**config.mk**
```make
export PLATFORM = sky130hd
export DESIGN_NAME = led_pattern_sequencer
export DESIGN_NICKNAME = d
export VERILOG_FILES = /design/src/rtl/led_seq_pkg.sv /design/src/rtl/led_pattern_sequencer_btn_debounce.sv /design/src/rtl/led_pattern_sequencer.sv
export SDC_FILE = /design/constraint.sdc
export NUM_CORES = 1
export LEC_CHECK = 0
export CAP_MARGIN = 15
export CORE_UTILIZATION = 62
export CTS_CLUSTER_SIZE = 40
export DETAILED_ROUTE_END_ITERATION = 10
export PLACE_DENSITY = 0.87
export SYNTH_ARGS = -nofsm -noshare
export SYNTH_HDL_FRONTEND = slang
export SYNTH_SLANG_ARGS = --single-unit
```
**constraint.sdc**
```tcl
create_clock -name Clk_50MHz -period 2.8 [get_ports Clk_50MHz]
set_input_delay 0.42 -clock Clk_50MHz [delete_from_list [all_inputs] [get_ports Clk_50MHz]]
set_output_delay 0.42 -clock Clk_50MHz [all_outputs]
set_load 0.05 [all_outputs]
```
**src/rtl/led_seq_pkg.sv**
```systemverilog
// LED sequencer shared constants and pattern helpers.
// Patterns are built 16 bits wide and trimmed to LED_W by the caller.
package led_seq_pkg;

  localparam logic [1:0] MODE_WALK     = 2'd0;
  localparam logic [1:0] MODE_MIRROR   = 2'd1;
  localparam logic [1:0] MODE_COUNT    = 2'd2;
  localparam logic [1:0] MODE_PINGPONG = 2'd3;

  localparam int STEP_W = 5;
  localparam int MAX_W  = 16;

  function automatic logic [STEP_W-1:0] step_len(
    input logic [1:0] mode,
    input int         w
  );
    logic [STEP_W-1:0] r;
    case (mode)
      MODE_WALK:   r = STEP_W'(w + 5);
      MODE_MIRROR: r = STEP_W'(w + 7);
      MODE_COUNT:  r = STEP_W'(16);
      default:     r = STEP_W'(2 * w - 2);
    endcase
    return r;
  endfunction

  function automatic logic [MAX_W-1:0] pattern(
    input logic [1:0]        mode,
    input logic [STEP_W-1:0] step,
    input int                w
  );
    logic [MAX_W-1:0] r;
    logic [MAX_W-1:0] ones;
    int s;
    s    = int'(step);
    ones = MAX_W'((32'd1 << w) - 32'd1);
    r    = '0;
    case (mode)
      MODE_WALK: begin
        if (s < w)
          r = MAX_W'(1) << (w - 1 - s);
        else if (((s - w) & 1) != 0)
          r = ones;
      end
      MODE_MIRROR: begin
        if (s < w)
          r = (MAX_W'(1) << (w - 1 - s))
            | (MAX_W'(1) << s);
        else if (((s - w) & 1) != 0)
          r = ones;
      end
      MODE_COUNT: r = MAX_W'(step) & ones;
      default: begin
        if (s < w)
          r = MAX_W'(1) << (w - 1 - s);
        else
          r = MAX_W'(1) << (s - w + 1);
      end
    endcase
    return r;
  endfunction

endpackage

```
**src/rtl/led_pattern_sequencer_btn_debounce.sv**
```systemverilog
// Button synchronizer, debounce filter and press pulse.
// Pulse fires once when a stable release->press level is accepted.
module btn_debounce #(
  parameter int DB_CYCLES = 4
) (
  input  logic clk,
  input  logic rst_n,
  input  logic btn_n,
  output logic press
);

  localparam int CW = $clog2(DB_CYCLES);

  logic          s1;
  logic          s2;
  logic          level;
  logic [CW-1:0] cnt;

  // synchronize, then accept a level after DB_CYCLES equal samples
  always_ff @(posedge clk or negedge rst_n) begin
    if (!rst_n) begin
      s1    <= 1'b1;
      s2    <= 1'b1;
      level <= 1'b1;
      cnt   <= '0;
      press <= 1'b0;
    end else begin
      s1    <= btn_n;
      s2    <= s1;
      press <= 1'b0;
      if (s2 != level) begin
        if (cnt == CW'(DB_CYCLES - 1)) begin
          level <= s2;
          cnt   <= '0;
          press <= ~s2;
        end else begin
          cnt <= cnt + 1'b1;
        end
      end else begin
        cnt <= '0;
      end
    end
  end

endmodule

```
**src/rtl/led_pattern_sequencer.sv**
```systemverilog
// LED chaser: step divider, mode/pause control, registered LEDs.
// Mode press overrides a coincident step advance.
module led_pattern_sequencer
  import led_seq_pkg::*;
#(
  parameter int LED_W     = 8,
  parameter int NUM_MODES = 4,
  parameter int TICK_DIV  = 6_250_000,
  parameter int DB_CYCLES = 1_000_000
) (
  input  logic             Clk_50MHz,
  input  logic             Rst_OnBoard,
  input  logic             Btn_Mode_n,
  input  logic             Btn_Pause_n,
  input  logic [1:0]       Speed_Sel,
  output logic [LED_W-1:0] LED_Output,
  output logic [1:0]       Mode_Index,
  output logic             Step_Tick
);

  localparam int DW = $clog2(TICK_DIV);

  logic              mode_press;
  logic              pause_press;
  logic [1:0]        mode_q;
  logic [1:0]        next_mode;
  logic [STEP_W-1:0] step_q;
  logic [DW-1:0]     div_q;
  logic [DW-1:0]     period_m1;
  logic [1:0]        speed_q;
  logic              pause_q;
  logic              tick_q;
  logic              wrap;
  logic              last_step;
  logic [LED_W-1:0]  led_q;

  btn_debounce #(.DB_CYCLES(DB_CYCLES)) u_db_mode (
    .clk   (Clk_50MHz),
    .rst_n (Rst_OnBoard),
    .btn_n (Btn_Mode_n),
    .press (mode_press)
  );

  btn_debounce #(.DB_CYCLES(DB_CYCLES)) u_db_pause (
    .clk   (Clk_50MHz),
    .rst_n (Rst_OnBoard),
    .btn_n (Btn_Pause_n),
    .press (pause_press)
  );

  // period end, step end and next mode decode
  always_comb begin
    period_m1 = DW'((TICK_DIV >> speed_q) - 1);
    wrap      = (div_q == period_m1);
    last_step = (step_q == step_len(mode_q, LED_W) - STEP_W'(1));
    next_mode = (mode_q == 2'(NUM_MODES - 1))
              ? 2'd0 : mode_q + 2'd1;
  end

  // divider, step and mode; speed latched only at period end
  always_ff @(posedge Clk_50MHz or negedge Rst_OnBoard) begin
    if (!Rst_OnBoard) begin
      mode_q  <= MODE_WALK;
      step_q  <= '0;
      div_q   <= '0;
      speed_q <= 2'd0;
      tick_q  <= 1'b0;
    end else begin
      tick_q <= 1'b0;
      if (mode_press) begin
        mode_q <= next_mode;
        step_q <= '0;
        div_q  <= '0;
      end else if (!pause_q) begin
        if (wrap) begin
          div_q   <= '0;
          speed_q <= Speed_Sel;
          tick_q  <= 1'b1;
          step_q  <= last_step ? '0 : step_q + 1'b1;
        end else begin
          div_q <= div_q + 1'b1;
        end
      end
    end
  end

  // pause flag toggles on each accepted press
  always_ff @(posedge Clk_50MHz or negedge Rst_OnBoard) begin
    if (!Rst_OnBoard)
      pause_q <= 1'b0;
    else if (pause_press)
      pause_q <= ~pause_q;
  end

  // LED register follows mode/step one cycle later
  always_ff @(posedge Clk_50MHz or negedge Rst_OnBoard) begin
    if (!Rst_OnBoard)
      led_q <= {1'b1, {(LED_W-1){1'b0}}};
    else
      led_q <= LED_W'(pattern(mode_q, step_q, LED_W));
  end

  assign LED_Output = led_q;
  assign Mode_Index = mode_q;
  assign Step_Tick  = tick_q;

endmodule

```
# == After elaboration in Yosys (flattened, before gate mapping) ==
# Cells that the tools add are included.
# word_totals
regBits,90
word_cells,78
in_bits,6
out_inout_bits,11
# op_classes
shifts,4
addsub,10
n_eq_ne,10
magnitude_cmp,1
bitwise_logic,5
mux,25
n_reduce_logical,6
# ops
operator,count
20-bit 2-to-1 mux,4
23-bit 2-to-1 mux,3
1-bit by 32-bit << shifter with 8-bit output (first input constant),2
20-bit by 1-bit adder with 20-bit output (second input constant),2
20-bit == test (second input constant),2
8-bit 2-to-1 mux,4
8-bit case mux with 3 select lines,1
23-bit by 1-bit adder with 23-bit output (second input constant),1
23-bit == test,1
23-bit by 2-bit right shift with 23-bit output (first input constant),1
23-bit by 2-bit subtractor with 23-bit output (second input constant),1
5-bit 2-to-1 mux,4
5-bit case mux with 3 select lines,1
8-bit bitwise OR,1
1-bit by 5-bit << shifter with 8-bit output (first input constant),1
6-bit by 2-bit adder with 7-bit output (second input constant),1
1-bit 2-to-1 mux,7
2-bit AND reduction,3
3-bit by 5-bit subtractor with 6-bit output (first input constant),1
5-bit by 4-bit subtractor with 6-bit output (second input constant),1
5-bit by 1-bit adder with 5-bit output (second input constant),1
5-bit == test,1
5-bit by 4-bit < comparator with 1-bit output (second input constant),1
5-bit by 1-bit subtractor with 5-bit output (second input constant),1
10 further kinds,15

# == Depth between registers and ports, before layout ==
# Gate-level depths: netlist of run 1.
# logic_depth
ltp_word,8
depth_mapped,9
mapped_depth_nobuf,7

# == By module ==
# A second synthesis of run 1 with hierarchy kept.
# unflattened
cells_unflattened,536
area_unflattened_um2,5170.0
# by_module_without_submodules
mod,area_per_inst_um2,instances,cells_each,seq_area_each_um2
led_pattern_sequencer,2792.7,1,322,1052.3
btn_debounce,1188.6,2,107,604.3

# == Worst setup path before layout of run 1 ==
# Ideal clock, no wire load.
# synth_path
path_type,register to register
startpoint,reg mode_q[0] (netlist: Mode_Index[0])
endpoint,reg step_q[4]
path_buffers,0
setup_slack_ns,0.250
t_arrival_ns,2.429
period_less_slack_ns,2.550
setup_ns,0.122
path_stages_with_launch,8
path_cell_list,dfrtp_1 > inv_1 > ha_1 > or3b_2 > a2111oi_2 > o21bai_1 > nand4_1 > o2bb2ai_1
# synth_via
elab_chain_cells,8
# synth_rtl
item,line,rtl
start: declaration,led_pattern_sequencer.sv:25,logic [1:0] mode_q;
start signal: assignment,led_pattern_sequencer.sv:71,mode_q <= next_mode;
2-bit == test (tied with other cells),led_seq_pkg.sv:18,case (mode)
5-bit case mux with 3 select lines *,led_seq_pkg.sv:18,
5-bit by 1-bit subtractor with 5-bit output *,led_pattern_sequencer.sv:55,"last_step = (step_q == step_len(mode_q, LED_W) - STEP_W'(1));"
5-bit == test *,led_pattern_sequencer.sv:55,
5-bit 2-to-1 mux *,led_pattern_sequencer.sv:79,step_q <= last_step ? '0 : step_q + 1'b1;
5-bit 2-to-1 mux *,led_pattern_sequencer.sv:75,if (wrap) begin
5-bit 2-to-1 mux *,led_pattern_sequencer.sv:74,end else if (!pause_q) begin
5-bit 2-to-1 mux *,led_pattern_sequencer.sv:70,if (mode_press) begin
end signal: assignment,led_pattern_sequencer.sv:79,
end: declaration,led_pattern_sequencer.sv:27,logic [STEP_W-1:0] step_q;
# Every way passes the cells marked *; elsewhere a longest branch is shown, timed or not. The select of a mux whose other input is x is not followed.
# A chain may end at the register's enable or synchronous reset.

# == Final worst setup path of run 1 ==
# layout_path
startpoint,reg speed_q[0]
endpoint,reg step_q[0]
# layout_via
elab_chain_cells,5
# layout_rtl
item,line,rtl
start: declaration,led_pattern_sequencer.sv:30,logic [1:0] speed_q;
start signal: assignment,led_pattern_sequencer.sv:77,speed_q <= Speed_Sel;
23-bit by 2-bit right shift with 23-bit output,led_pattern_sequencer.sv:53,period_m1 = DW'((TICK_DIV >> speed_q) - 1);
23-bit by 2-bit subtractor with 23-bit output,led_pattern_sequencer.sv:53,
23-bit == test,led_pattern_sequencer.sv:54,wrap = (div_q == period_m1);
2-bit nonzero test (no source line),n/a,
2-bit AND reduction (no source line),n/a,
# No other way between the ends.

==> summary.txt, run 1 <==
Timing
  • Slew margin rel.: 0.540
  • RSZ-0062 raised after global routing: no
  • Slack of the critical path: 0.307 ns
  • Worst-Margin Slew: 0.685 ns
  • Sum of negative setup slack: 0 ns
  • Final clock skew: 0.00821 ns
  • Fin. Hold Viols: 0
  • Period minus WS final: 2.49 ns
  • Period utilization: 0.890
  • Final Max Tran Viols: 0
  • Setup violators final: 0
  • Peak Freq: 401 MHz

Setup path
  • Type of the worst setup path: reg2reg
  • Worst R2R Setup Slack: 0.31 ns
  • CP Data Arrival Time: 2.73 ns
  • CP required: 3.04 ns
  • Critical Path End Type: register
  • CP startpoint kind: register
  • CP Max Fanout: 10

Synthesis
  • Distinct cells, synth: 70
  • Cells after Synth: 538
  • Ys async rst share: 1.00
  • Syn_nets: 557
  • Sequential share of the synthesized area: 0.442
  • Top_reg_cell synth: dfrtp_1
  • Synth Register Bits: 90
  • Post-synth EDFFs: 0
  • Yosys top cell area share: 0.406
  • Mapped Area: 5110 sq um
  • Top cells by area, synth: dfrtp_1 41%, xnor2_1 6.2%, nor2_1 5.8%
  • Mean post-synth cell area: 9.50 sq um
  • Yosys warnings: 0
  • Post-synth top area cell: dfrtp_1

Floorplanning
  • Io pins: 17
  • CORE AREA: 7850 sq um
  • Die span in y: 92.8 um
  • Rows: 32
  • DIE AREA: 8610 sq um
  • Initial Util: 0.651
  • Die Wd: 92.8 um

GRT
  • GRT Overall Usage: 0.263
  • Vias in the first global route: 3,846
  • Initial antenna violation count: 0
  • Largest net degree at the start of global routing: 49
  • First-pass GRT wire length: 18,100 um
  • Total global routing overflow: 0

Power
  • Peak supply drop: 349 uV
  • Pwr dens: 416 nW/um^2
  • Leakage: 0.00225 uW

Final layout
  • Area grow syn2layout: 8.50%
  • Post-Route Utilization: 0.706
  • Final Cell Area: 5540 sq um
  • ANT cells: 0
  • # nets final: 567
  • Share of cells above drive strength 1: 0.0796

Clock tree
  • Post-cts resize count: 0
  • Worst-Skew Late Latency: 0.36 ns
  • Hold Buf Count CTS: 0
  • Htree depth: 3
  • CTS root buffer: clkbuf_8
  • Clock net sink count: 90
  • Maximum clock path buffer count: 2
  • CTS tree: built
  • Post-CTS setup buffers: 0
  • Clk slew on worst S/H paths: 0.09 ns
  • CTS buffer count: 9

Placed design
  • Buffers on Ports: 16
  • Gpl congestion: 0.879
  • Placement Cell Area: 5340 sq um
  • Dpl hpwl: 7180 um
  • Pre-CTS WS: 0.342 ns

Drt
  • Total number of vias: 4,093
  • Final antenna-violating net count: 0
  • Drt total wl: 10,300 um
  • Drt drc: 0
  • Wire per inst: 15.7 um
  • Drt pass-1 iters: 5
  • Initial DRC count: 389
  • Post-DR vias/cell: 6.25

Min path
  • HP Class: in2async

Outcome
  • Outcome: complete, no violations

Run
  • Max cap viols: 0
logic make-up (layout without fill, tap and decap cells):
logic type	Yosys count	count (layout)	synth area share
multiplexers	7	7	0.0149
AND/OR/NAND/NOR	247	247	0.255
adder cells (fa/ha/maj)	13	13	0.0318
XOR/XNOR	62	62	0.109
AO/OA/AOI/OAI	75	75	0.109
buffers and inverters	44	59	0.0372
flip-flops	90	90	0.442
routing by layer:
layer / track usage / vias up / part of all wire
met5: 0 / - / 0
met2: 0.421 / 150 / 0.49
met1: 0.360 / 1997 / 0.45
li1: - / 1936 / -
met4: 0.0885 / 0 / 0.0094
met3: 0.0484 / 10 / 0.053
where the power goes:
group          total, uW  switching (uW)  leakage [uW]  internal, uW
logic               72.7            48.8      0.000947          23.9
clock network        910             484     0.0000990           426
registers           1320            11.8       0.00121          1310
total               2310             545       0.00225          1760
worst paths after layout:
kind / startpoint / end / cells past startpoint
worst max-delay path: speed_q[0]$_DFFE_PN0P_ / step_q[0]$_DFFE_PN0P_ / 7
worst min-delay path: Rst_OnBoard / div_q[13]$_DFFE_PN0P_ / 1
worst max register to register: speed_q[0]$_DFFE_PN0P_ / step_q[0]$_DFFE_PN0P_ / 7
worst min register to register: u_db_pause.s1$_DFF_PN1_ / u_db_pause.s2$_DFF_PN1_ / 0
max in group asynchronous: Rst_OnBoard / u_db_mode.s2$_DFF_PN1_ / 2
min in group Clk_50MHz: u_db_pause.s1$_DFF_PN1_ / u_db_pause.s2$_DFF_PN1_ / 0
layout make-up:
cell class / instances / area [sq um]
fillers: 612 / 2300
repair buffers: 22 / 215
flip-flops and latches: 90 / 2260
well taps: 102 / 128
multi-input cells: 404 / 2660
clock buffers: 10 / 128
inverters: 21 / 78.8
clock inverters: 6 / 75.1
metrics by stage:
step	hold slack [ns]	instances	total power (uW)
floorplan	0.124	538	1380
global placement	0.346	639	1420
detailed placement	0.350	639	1430
CTS	0.0964	655	2340
global route	0.118	655	2400
finish	0.0645	655	2310
critical path: stages, from the launching register on:
cell	delay, ns
dfrtp_1	0.49
and2b_1	0.24
ha_1	0.28
xnor2_1	0.19
or4_1	0.44
a211o_1	0.35
o41ai_1	0.27
a21oi_1	0.10
synthesized netlist by cell type (all sizes together), types with 6 or more instances:
master,count
nand3b,8
nand4,17
nor4,8
clkbuf,18
nor2b,6
xnor2,36
and4,9
nand3,27
a21oi,13
inv,21
o211ai,6
and3,8
o21ai,15
nor2,79
dfstp,7
nor3,19
xor2,25
dfrtp,83
nand2b,6
nand2,29
ha,13
state kept, by name, summed over array words and instances (netlist names):
register and cells:
u_db_mode.s1 1, u_db_mode.s2 1, div_q 23, u_db_pause.press 1, u_db_pause.s2 1, step_q 5
u_db_pause.s1 1, speed_q 2, pause_q 1, u_db_pause.cnt 20, u_db_mode.press 1, Mode_Index 2
u_db_mode.cnt 20, LED_Output 8, u_db_pause.level 1, Step_Tick 1, u_db_mode.level 1
placed cells by master, fill, tap and decap left out, types with 15 or more instances in the layout:
| master | count |
|---|---|
| nor2_1 | 79 |
| inv_1 | 21 |
| dfrtp_1 | 83 |
| xnor2_1 | 36 |
| nand3_1 | 27 |
| xor2_1 | 25 |
| nand4_1 | 17 |
| nor3_1 | 19 |
| nand2_1 | 29 |
| clkdlybuf4s50_1 | 15 |
| o21ai_0 | 15 |
Note: power is estimated with default switching activity, not from simulation.
==> run 2: changes to the inputs <==
- CORE_MARGIN: default -> 2
- GPL_ROUTABILITY_DRIVEN: default -> 0
==> summary.txt, run 2 (synthesis results as in run 1) <==
Timing
  • Slew margin rel.: 0.501
  • Setup violators final: 0
  • Fin. Hold Viols: 0
  • Slack of the critical path: 0.237 ns
  • Worst-Margin Slew: 0.743 ns
  • Period utilization: 0.915
  • Final Max Tran Viols: 0
  • Sum of negative setup slack: 0 ns
  • Period minus WS final: 2.56 ns
  • Final clock skew: 0.00589 ns
  • Peak Freq: 390 MHz
  • RSZ-0062 raised after global routing: no

Placed design
  • Placement Cell Area: 5350 sq um
  • Buffers on Ports: 16
  • Dpl hpwl: 7270 um
  • Pre-CTS WS: 0.286 ns

Drt
  • Drt total wl: 10,600 um
  • Drt pass-1 iters: 4
  • Wire per inst: 16.1 um
  • Initial DRC count: 260
  • Total number of vias: 4,066
  • Post-DR vias/cell: 6.18
  • Drt drc: 0
  • Final antenna-violating net count: 0

GRT
  • Largest net degree at the start of global routing: 52
  • Initial antenna violation count: 0
  • GRT Overall Usage: 0.251
  • Vias in the first global route: 3,813
  • Total global routing overflow: 0
  • First-pass GRT wire length: 17,900 um

Final layout
  • Most frequent cells in the layout: 83 x dfrtp_1, 79 x nor2_1, 36 x xnor2_1, 29 x nand2_1, 27 x nand3_1
  • Final Cell Area: 5520 sq um
  • Biggest register: div_q
  • # nets final: 567
  • Area grow syn2layout: 7.96%
  • Max reg flops: 23
  • Regs by FF count: div_q (23), u_db_mode.cnt (20), u_db_pause.cnt (20)
  • Share of cells above drive strength 1: 0.0778
  • ANT cells: 0
  • Commonest non-fill, non-tap cell in the layout: dfrtp_1

Setup path
  • Largest stage delay, worst path: 0.56 ns
  • CP max-delay cell: a2111oi_4
  • CP startpoint kind: register
  • CP cell instances: and2b_1, ha_1, xnor2_1, a2111oi_4, a31o_2, nor2_1
  • CP Max Fanout: 19
  • CP Data Arrival Time: 2.79 ns
  • Critical Path End Type: register
  • Type of the worst setup path: reg2reg
  • CP required: 3.03 ns

Floorplanning
  • Initial Util: 0.631
  • Die Wd: 94.8 um
  • Die span in y: 94.8 um
  • Rows: 33
  • CORE AREA: 8090 sq um
  • Io pins: 17
  • DIE AREA: 8980 sq um

Clock tree
  • Clk slew on worst S/H paths: 0.09 ns
  • Worst-Skew Late Latency: 0.36 ns
  • CTS buffer count: 9
  • Maximum clock path buffer count: 2
  • Htree depth: 3
  • Hold Buf Count CTS: 0
  • Clock net sink count: 90
  • Post-CTS setup buffers: 0
  • CTS tree: built
  • Post-cts resize count: 0
  • CTS root buffer: clkbuf_8

Power
  • Sw Share: 0.243
  • Peak supply drop: 375 uV
  • Switching power: 534 uW
  • Logic pwr share: 0.033
  • Internal power: 1670 uW
  • Leakage: 0.00223 uW
  • Pwr dens: 399 nW/um^2
  • Register share of total power: 0.602
  • Clock power share: 0.365

Run
  • Max cap viols: 0

Outcome
  • Outcome: complete, no violations

Min path
  • HP Class: in2async
==> run 2: final timing paths <==
check,from,endpoint,slack [ns],depth (start not counted)
max reg2reg,speed_q[0]$_DFFE_PN0P_,div_q[21]$_DFFE_PN0P_,0.24,6
max in group asynchronous,Rst_OnBoard,u_db_pause.s2$_DFF_PN1_,2.01,2
max,speed_q[0]$_DFFE_PN0P_,div_q[21]$_DFFE_PN0P_,0.24,6
min,Rst_OnBoard,div_q[14]$_DFFE_PN0P_,0.09,1
min in group Clk_50MHz,u_db_mode.s1$_DFF_PN1_,u_db_mode.s2$_DFF_PN1_,0.36,0
min reg2reg,u_db_mode.s1$_DFF_PN1_,u_db_mode.s2$_DFF_PN1_,0.36,0
==> run 2: metal layers <==
layer / routed length [um] / global-route usage / vias up
li1: - / - / 1935
met3: 533 / 0.0551 / 21
met1: 4720 / 0.334 / 1980
met4: 168 / 0.0676 / 0
met2: 5140 / 0.418 / 130
met5: 0 / 0 / -
==> run 2: through the flow <==
step                       util  instances  total power, uW  hold slack, ns
after floorplan               -        538             1380           0.124
after global placement    0.660        642             1420           0.346
after detailed placement  0.660        642             1420           0.347
after CTS                 0.682        658             2220           0.111
after global routing      0.682        658             2300           0.133
final                     0.682        658             2200          0.0928
==> run 2: final cells by class <==
cell class	count	area (sq um)
tap	105	131
timing repair buffer	22	215
inverter	21	78.8
multi-input combinational	404	2660
fill	630	2580
clock inverter	5	40.0
sequential	90	2260
clock buffer	11	131
==> run 2: worst max-delay path, delay by kind of cell, from the launching register on <==
family                   cells  cell delay (ns)
AO/OA/AOI/OAI                2             1.06
flip-flops                   1             0.49
AND/OR/NAND/NOR              2             0.38
adder cells (fa/ha/maj)      1             0.30
XOR/XNOR                     1             0.19
==> run 2: power by group through the flow <==
stage	Combinational [uW]	Sequential, uW	Clock, uW
6_report	72.5	1320	803
5_1_grt	84.7	1330	885
4_1_cts	74.9	1320	817
3_5_place_dp	74.7	1350	0
3_3_place_gp	71.9	1350	0
2_1_floorplan	36.9	1350	0
==> run 3: changes to the inputs <==
- SYNTH_HIERARCHICAL: default -> 1
- clock period: 2.8 -> 2.7 ns (I/O delays scaled with it)
==> summary.txt, run 3 <==
Run
  • Max cap viols: 0

Synthesis
  • Distinct cells, synth: 68
  • Syn_nets: 555
  • Mux share of post-synthesis cell area: 0.0140
  • Yosys warnings: 6
  • Mapped Area: 5170 sq um
  • Post-Synth Simple-Gate Area: 0.268
  • Xor and xnor area share after synthesis: 0.0949
  • Adder-Cell Fraction of Synth Area: 0.0334
  • Compound-gate portion of the synthesized area: 0.121
  • Synth top cells by count: 83 x dfrtp_1, 70 x nor2_1, 35 x nand2_1, 29 x xor2_1
  • Synth Register Bits: 90
  • Main combinational cell family by area after synthesis: simple AND/OR/NAND/NOR gates
  • Count leader, synth: dfrtp_1
  • Ys async rst share: 1.00
  • Cells after Synth: 536
  • Top cells by area, synth: dfrtp_1 40%, nor2_1 5.1%, xor2_1 4.9%
  • Post-synth EDFFs: 0
  • Yosys top cell area share: 0.402
  • Mean post-synth cell area: 9.65 sq um
  • Post-synth top area cell: dfrtp_1
  • Top_reg_cell synth: dfrtp_1
  • Sequential share of the synthesized area: 0.437

Final layout
  • Filler cells: 624
  • Biggest register: div_q
  • Count of non-filler cells in the finished layout: 661
  • # nets final: 570
  • Share of cells above drive strength 1: 0.117
  • Most frequent cells in the layout: 81 x dfrtp_1, 70 x nor2_1, 35 x nand2_1, 29 x xor2_1
  • Register Area: 2260 sq um
  • ANT cells: 0
  • Commonest non-fill, non-tap cell in the layout: dfrtp_1
  • Area grow syn2layout: 8.81%
  • Max reg flops: 23
  • Regs by FF count: div_q (23), u_db_mode/cnt (20), u_db_pause/cnt (20)
  • Multi-input logic area: 2750 sq um

Drt
  • Wire per inst: 15.7 um
  • Drt drc: 0
  • Drt pass-1 iters: 5
  • Final antenna-violating net count: 0
  • Total number of vias: 4,018
  • Drt total wl: 10,400 um
  • Post-DR vias/cell: 6.08
  • Initial DRC count: 338

Timing
  • WHS: -0.00311 ns
  • RSZ-0062 raised after global routing: no
  • Slew margin rel.: 0.585
  • Period minus WS final: 2.48 ns
  • Setup violators final: 0
  • Period utilization: 0.918
  • Worst-Margin Slew: 0.619 ns
  • Final Max Tran Viols: 0
  • Peak Freq: 403 MHz
  • Final clock skew: 0.0122 ns
  • Slack of the critical path: 0.220 ns
  • Fin. Hold Viols: 2
  • Sum of negative setup slack: 0 ns

Power
  • Pwr dens: 415 nW/um^2
  • Peak supply drop: 230 uV
  • Leakage: 0.00236 uW

Floorplanning
  • Die Wd: 95.3 um
  • CORE AREA: 8130 sq um
  • Io pins: 17
  • Rows: 33
  • DIE AREA: 9080 sq um
  • Die span in y: 95.3 um
  • Initial Util: 0.636

Setup path
  • CP Max Fanout: 12
  • Worst R2R Setup Slack: 0.22 ns
  • CP Data Arrival Time: 2.76 ns
  • CP required: 2.98 ns
  • Type of the worst setup path: reg2reg
  • CP startpoint kind: register
  • Critical Path End Type: register

Clock tree
  • Worst-Skew Late Latency: 0.37 ns
  • CTS root buffer: clkbuf_8
  • Post-cts resize count: 0
  • CTS buffer count: 9
  • CTS tree: built
  • Clk slew on worst S/H paths: 0.10 ns
  • Hold Buf Count CTS: 0
  • Clock net sink count: 90
  • Maximum clock path buffer count: 2
  • Post-CTS setup buffers: 0
  • Htree depth: 3

Outcome
  • Violated checks: hold timing
  • Outcome: finished with violations

Placed design
  • Pre-CTS WS: 0.184 ns
  • Dpl hpwl: 7160 um
  • Inst Count DP: 645
  • Buffers on Ports: 16

Min path
  • HP Class: in2async

GRT
  • Total global routing overflow: 0
  • Largest net degree at the start of global routing: 52
  • Initial antenna violation count: 0
  • Vias in the first global route: 3,883
  • First-pass GRT wire length: 17,900 um
  • GRT Overall Usage: 0.247
## run 3: cell types whose count changed after synthesis, moves of 6 or more
cell,previous run,this run
a21oi_1,13,26
nor2_1,79,70
xnor2_1,36,27
nor3_1,19,11
o31ai_1,1,9
inv_1,21,14
nand2_1,29,35
nor4_1,8,2
## run 3: where the power goes
part / switching [uW] / internal [uW]
Combinational: 50.1 / 27.8
Sequential: 14.4 / 1360
Clock: 512 / 370
## run 3: layer usage
layer | vias to the layer above | part of all wire | GRT usage
met4 | 0 | 0.015 | 0.0833
met5 | - | 0 | 0
met3 | 14 | 0.039 | 0.0411
met2 | 103 | 0.49 | 0.409
li1 | 1946 | - | -
met1 | 1955 | 0.45 | 0.330
## run 3: layout make-up
type / instances / share of cell area
clock buffers: 10 / 0.0245
clock inverters: 6 / 0.00845
inverters: 16 / 0.0107
multi-input cells: 409 / 0.488
flip-flops and latches: 90 / 0.402
well taps: 105 / 0.0234
repair buffers: 25 / 0.0423
## run 3: final timing paths
check,start,end,cells after the start
worst min-delay path,Rst_OnBoard,div_q[16]$_DFFE_PN0P_,1
worst min register to register,u_db_pause/s1$_DFF_PN1_,u_db_pause/s2$_DFF_PN1_,0
worst max register to register,speed_q[0]$_DFFE_PN0P_,step_q[4]$_DFFE_PN0P_,9
min in group Clk_50MHz,u_db_pause/s1$_DFF_PN1_,u_db_pause/s2$_DFF_PN1_,0
max in group asynchronous,Rst_OnBoard,u_db_pause/s1$_DFF_PN1_,2
worst max-delay path,speed_q[0]$_DFFE_PN0P_,step_q[4]$_DFFE_PN0P_,9
## run 3: cell families (layout without fill, tap and decap cells)
logic type	Yosys count	count (layout)
DFF	90	90
buffers and inverters	37	57
and+or+nand+nor	244	244
adders and majority gates	14	14
AOI/OAI and AO/OA	89	89
xor gates and xnor gates	56	56
muxes	6	6
## run 3: metrics by stage
| step | total power [uW] | utilization | instance area, sq um | hold slack, ns |
|---|---|---|---|---|
| global placement | 1480 | 0.669 | 5440 | 0.346 |
| finish | 2340 | 0.692 | 5630 | -0.00311 |
| CTS | 2360 | 0.691 | 5620 | 0.00137 |
| detailed placement | 1480 | 0.669 | 5440 | 0.347 |
| floorplan | 1430 | - | 5170 | 0.109 |
| global route | 2420 | 0.692 | 5630 | 0.0343 |
## run 3: critical path: stages (launching register included)
cell and delay [ns]:
dfrtp_2 0.49, inv_2 0.08, nand2_1 0.09, ha_1 0.31, xnor2_1 0.13, a21oi_1 0.10
and4b_1 0.26, nand4_2 0.22, or4_1 0.56, a21oi_1 0.16
==> edit 1, RTL diff (settings of run 3) <==
Change the parameter `LED_W` from 8 to 10.
--- a/src/rtl/led_pattern_sequencer.sv
+++ b/src/rtl/led_pattern_sequencer.sv
@@ -3,7 +3,7 @@
 module led_pattern_sequencer
   import led_seq_pkg::*;
 #(
-  parameter int LED_W     = 8,
+  parameter int LED_W     = 10,
   parameter int NUM_MODES = 4,
   parameter int TICK_DIV  = 6_250_000,
   parameter int DB_CYCLES = 1_000_000
Ports: changed (resized LED_Output); port bits go from 17 to 19. No check against the original RTL was run, so the function may have changed too.
==> edit 1 against run 3 <==
  * Via count rose by 14%
  * Clock skew fell by 0.00054 ns
  * Count of clock-buffer cells in the layout is the same
  * Synthesized cell count increased by 7.1%
  * Critical path depth decreased by 1
  * Clock power is 21% higher
  * Cell area increased by 7.2%
  * Synthesized area is 5.0% higher
  * Setup slack lost 0.13 ns
  * Wire length grew 16%
  * Utilization grew 0.99 points
  * Cell count increased by 7.7%
  * Power grew 8.5%
  * Sequential cell count rose by 2
  * Largest cell class unchanged
==> edit 1: results (changes against run 3) <==
metric,value,unit,change
status,finished clean,,
top_layer,met4,,
port-buffer-count,18,,+2
antenna_cells,0,,unchanged
ys.flop_type,dfrtp_1,,
grt_pass1_wl,20300,um,+13%
ys_async_sr_fraction,100,%,unchanged
use_met1,34.6,%,+1.6 points
grtUsageMet2,42.0,%,+1.1 points
wl_met1,5030,um,+7.5%
insertion_delay,0.37,ns,about the same
p_leak,2.50,nW,+5.7%
cp.arrival,2.90,ns,+0.14 ns
holdCritPathClass,in2async,,
route.met2.wl,5860,um,+15%
synth_cell_type_count,72,,+5.9%
synthTopCellsByCount,"85 x dfrtp_1, 70 x nor2_1, 52 x nand2_1, 28 x xnor2_1, 28 x xor2_1",,
hpwl,8220,um,+15%
yosys_warnings,6,,unchanged
wl_met3,837,um,+110%
power_frac_clock,42.2,%,+4.5 points
grt_use_total,25.6,%,+0.94 points
cts_max_level,3,,unchanged
max-vdd-ir-drop,0.000318,V,+38%
grt_start_max_net_pins,90,,+73%
worst_slew_pin_slew,0.575,ns,-0.0440 ns
final_nets,624,,+9.5%
placed_cell_area,0.00576,mm2,+6.0%
drive_above_1_share,11.4,%,-0.27 points
via_per_inst,6.45,,+6.0%
numCtsBuffers,9,,unchanged
yosys-top-cells-area,"dfrtp_1 39%, nor2_1 4.8%, xnor2_1 4.5%, xor2_1 4.5%, ha_1 4.4%",,
largest_reg_flops,23,,unchanged
antenna_found_initial,0,,unchanged
clkTransAtPathRegs,0.10,ns,about the same
grt_pass1_vias,4361,,+12%
p_seq_share,55.2,%,-3.7 points
drtIter0Drc,267,,-21%
wl,12000,um,+16%
reg.largest.list,"div_q (23), u_db_mode/cnt (20), u_db_pause/cnt (20)",,
whs,0.361,ns,+0.364 ns
root_buffer,clkbuf_8,,
dr.pass1.iters,6,,+1
slowest_stage,or4b_4,,
rrSetupSlack,0.09,ns,-0.13 ns
worst_path_largest_cell_delay,0.61,ns,+0.05 ns
worstPathMaxFanout,8,,-4
ys_seq_area_share,42.6,%,-1.2 points
grt_use_met3,3.45,%,-0.66 points
finalClockSkew,0.0116,ns,-0.000536 ns
synth_fp_nets,599,,+7.9%
nFillCells,626,,+0.32%
cts_buffer_depth,2,,unchanged
netSwitchingPower,567,uW,-1.6%
-- edit 1: layout make-up --
cell class / instances / area [um2] / area share [%]
Clock buffer: 10 / 138 / 2.28
Tap cell: 108 / 135 / 2.24
Sequential cell: 92 / 2310 / 38.4
Inverter: 19 / 71.3 / 1.18
Multi-Input combinational cell: 442 / 2960 / 49.0
Timing Repair Buffer: 35 / 320 / 5.31
Clock inverter: 6 / 93.8 / 1.56
-- edit 1: critical path: cells and delay by family (launching register included) --
kind | cells | cell delay (ns)
and+or+nand+nor | 2 | 0.75
buffers and inverters | 1 | 0.10
adders and majority gates | 1 | 0.21
DFF | 1 | 0.44
AOI/OAI and AO/OA | 4 | 1.04
-- edit 1: logic make-up after synthesis --
group | share of synthesized area (%)
xor gates and xnor gates | 9.03
adders and majority gates | 4.38
buffers and inverters | 3.11
muxes | 1.52
and+or+nand+nor | 26.4
DFF | 42.6
AOI/OAI and AO/OA | 13.0
-- edit 1: worst paths after layout --
kind	startpoint	endpoint	cells after the start
max in group asynchronous	Rst_OnBoard	u_db_pause/s2	3
max reg2reg	speed_q[0]	step_q[1]	8
min in group Clk_50MHz	u_db_mode/s1	u_db_mode/s2	0
max	speed_q[0]	step_q[1]	8
min reg2reg	u_db_mode/s1	u_db_mode/s2	0
min	Rst_OnBoard	LED_Output[1]	2
-- edit 1: what timing repair did --
action	CTS	global route
gates resized for setup	0	3
hold endpoints to repair	3	0
hold buffers	1	0
endpoints found under the setup margin	0	9
buffers inserted	0	2
-- edit 1: through the flow --
stage	power, mW	setup TNS (ns)	worst slack, ns	instances
2_1_floorplan	1.45	0	0.241	574
3_3_place_gp	1.49	0	0.247	693
3_5_place_dp	1.49	0	0.115	693
4_1_cts	2.55	0	0.0642	710
5_1_grt	2.61	-0.0120	-0.0120	712
6_report	2.53	0	0.0866	712
==> edit 2, RTL diff (flow settings as in run 3) <==
Without the edit above. Make the reset (`Rst_OnBoard` and `rst_n`) synchronous in 4 clocked blocks.
--- a/src/rtl/led_pattern_sequencer_btn_debounce.sv
+++ b/src/rtl/led_pattern_sequencer_btn_debounce.sv
@@ -17,7 +17,7 @@
   logic [CW-1:0] cnt;
 
   // synchronize, then accept a level after DB_CYCLES equal samples
-  always_ff @(posedge clk or negedge rst_n) begin
+  always_ff @(posedge clk) begin
     if (!rst_n) begin
       s1    <= 1'b1;
       s2    <= 1'b1;
--- a/src/rtl/led_pattern_sequencer.sv
+++ b/src/rtl/led_pattern_sequencer.sv
@@ -58,7 +58,7 @@
   end
 
   // divider, step and mode; speed latched only at period end
-  always_ff @(posedge Clk_50MHz or negedge Rst_OnBoard) begin
+  always_ff @(posedge Clk_50MHz) begin
     if (!Rst_OnBoard) begin
       mode_q  <= MODE_WALK;
       step_q  <= '0;
@@ -85,7 +85,7 @@
   end
 
   // pause flag toggles on each accepted press
-  always_ff @(posedge Clk_50MHz or negedge Rst_OnBoard) begin
+  always_ff @(posedge Clk_50MHz) begin
     if (!Rst_OnBoard)
       pause_q <= 1'b0;
     else if (pause_press)
@@ -93,7 +93,7 @@
   end
 
   // LED register follows mode/step one cycle later
-  always_ff @(posedge Clk_50MHz or negedge Rst_OnBoard) begin
+  always_ff @(posedge Clk_50MHz) begin
     if (!Rst_OnBoard)
       led_q <= {1'b1, {(LED_W-1){1'b0}}};
     else
Function: no difference found for any inputs over 10 cycles, from zero or initial values and one cycle with Rst_OnBoard low; that may be too few to reach the edited logic, so the function may still have changed.
==> edit 2 against run 3 <==
  * Wire length shrank 4.8%
  * Sequential cell count is the same
  * Synthesized area shrank 8.4%
  * First-iteration DRC count shrank 42%
  * Combinational power shrank 37%
  * Cell area shrank 7.7%
  * Setup slack lost 0.10 ns
  * Power grew 3.1%
  * Critical endpoint is now LED_Output[4]
  * Highest routed layer unchanged
==> edit 2: results (changes against run 3) <==
metric,value,unit,change
antenna_cells,0,,unchanged
cp.arrival,2.87,ns,+0.11 ns
hpwl,6610,um,-7.7%
max-vdd-ir-drop,0.000376,V,+63%
route.met2.wl,4790,um,-6.4%
wl_met3,567,um,+41%
grtUsageMet2,40.7,%,-0.22 points
worst_path_largest_cell_delay,0.62,ns,+0.06 ns
slowest_stage,or4b_2,,
avgRoutedWirePerCell,14.6,um,-6.6%
yosys-top-cells-area,"dfxtp_1 38%, xnor2_1 8.0%, nor2_1 6.4%, xor2_1 3.9%, ha_1 3.4%",,
maxSlewHeadroom,58.3,%,-0.18 points
synth_fp_nets,577,,+4.0%
dp.cells,659,,+2.2%
grt_pass1_vias,3797,,-2.2%
p_leak,1.72,nW,-27%
yosys_warnings,6,,unchanged
finalClockSkew,0.00609,ns,-0.00607 ns
status,finished clean,,
cts_buffer_depth,2,,unchanged
power_density,464,mW/mm2,+12%
grt_use_total,24.2,%,-0.51 points
setup_ws,0.116,ns,-0.104 ns
holdCritPathClass,reg2reg,,
power_frac_clock,42.3,%,+4.6 points
critPathTopFamily,simple AND/OR/NAND/NOR gates,,
grt_pass1_wl,16800,um,-6.4%
ys.flop_type,dfxtp_1,,
cts_max_level,3,,unchanged
synthToLayoutAreaGrowth,9.67,%,
ys_async_sr_fraction,0,%,-100 points
p_seq_share,55.7,%,-3.2 points
vias,3999,,-0.47%
post_layout_nonfiller_instances,674,,+2.0%
rrSetupSlack,0.12,ns,-0.10 ns
grt_use_met3,5.39,%,+1.3 points
grt_start_max_net_pins,23,,-56%
place_ws,0.0269,ns,-0.157 ns
drive_above_1_share,8.17,%,-3.5 points
placed_cell_area,0.00496,mm2,-8.7%
synthTopCellsByCount,"90 x dfxtp_1, 81 x nor2_1, 43 x xnor2_1, 38 x nand2_1, 24 x a21oi_1",,
dr.pass1.iters,5,,unchanged
use_met1,29.3,%,-3.7 points
final_nets,590,,+3.5%
drtIter0Drc,195,,-42%
clkTransAtPathRegs,0.08,ns,-0.02 ns
whs,0.431,ns,+0.434 ns
wl_met1,4260,um,-9.0%
synth_cell_type_count,62,,-8.8%
ys_seq_area_share,38.0,%,-5.7 points
worstPathMaxFanout,5,,-7
root_buffer,clkbuf_8,,
syn_inst,558,,+4.1%
finalSetupTns,0,ns,unchanged
netSwitchingPower,486,uW,-16%
[edit 2: changes by cell type after synthesis, moves of 6 or more]
cell and change:
xnor2_1 +16, nand4b_1 +9, inv_1 +9, and3_1 +7, clkbuf_1 -6, dfxtp_1 +90, xor2_1 -8, dfrtp_1 -83
o31ai_1 -6, dfstp_2 -7, nor4b_1 +6, nor2_1 +11, buf_2 +7
[edit 2: worst register-to-register path, cell delays in order (launching register included)]
cell	delay (ns)
dfxtp_1	0.45
inv_1	0.14
ha_1	0.34
xnor2_1	0.16
o32ai_1	0.31
mux2_2	0.23
nand3_1	0.12
or4b_2	0.62
a21oi_1	0.15
[edit 2: cell families (layout without fill, tap and decap cells)]
family | count (synthesis) | count (layout) | synth area share, %
adders and majority gates | 13 | 13 | 3.43
and+or+nand+nor | 265 | 265 | 30.8
DFF | 90 | 90 | 38.0
buffers and inverters | 47 | 64 | 4.78
xor gates and xnor gates | 64 | 64 | 11.8
AOI/OAI and AO/OA | 76 | 76 | 10.4
muxes | 3 | 3 | 0.661
[edit 2: final timing paths]
check                    start       endpoint  cells after the start
hold reg to reg   u_db_mode/s1   u_db_mode/s2                      1
hold / removal    u_db_mode/s1   u_db_mode/s2                      1
setup reg to reg     step_q[4]  LED_Output[4]                      8
setup / recovery     step_q[4]  LED_Output[4]                      8
[edit 2: final cells by class]
cell class | instances | area (um2)
multi-input cells | 421 | 2720
fillers | 545 | 2140
flip-flops and latches | 90 | 1800
repair buffers | 25 | 240
clock buffers | 13 | 159
well taps | 99 | 124
inverters | 24 | 90.1
clock inverters | 2 | 60.1
[edit 2: what timing repair did]
action,CTS,global route
hold endpoints to repair,0,0
setup endpoints to repair,0,25
resized for setup,0,3
hold buffers,0,0
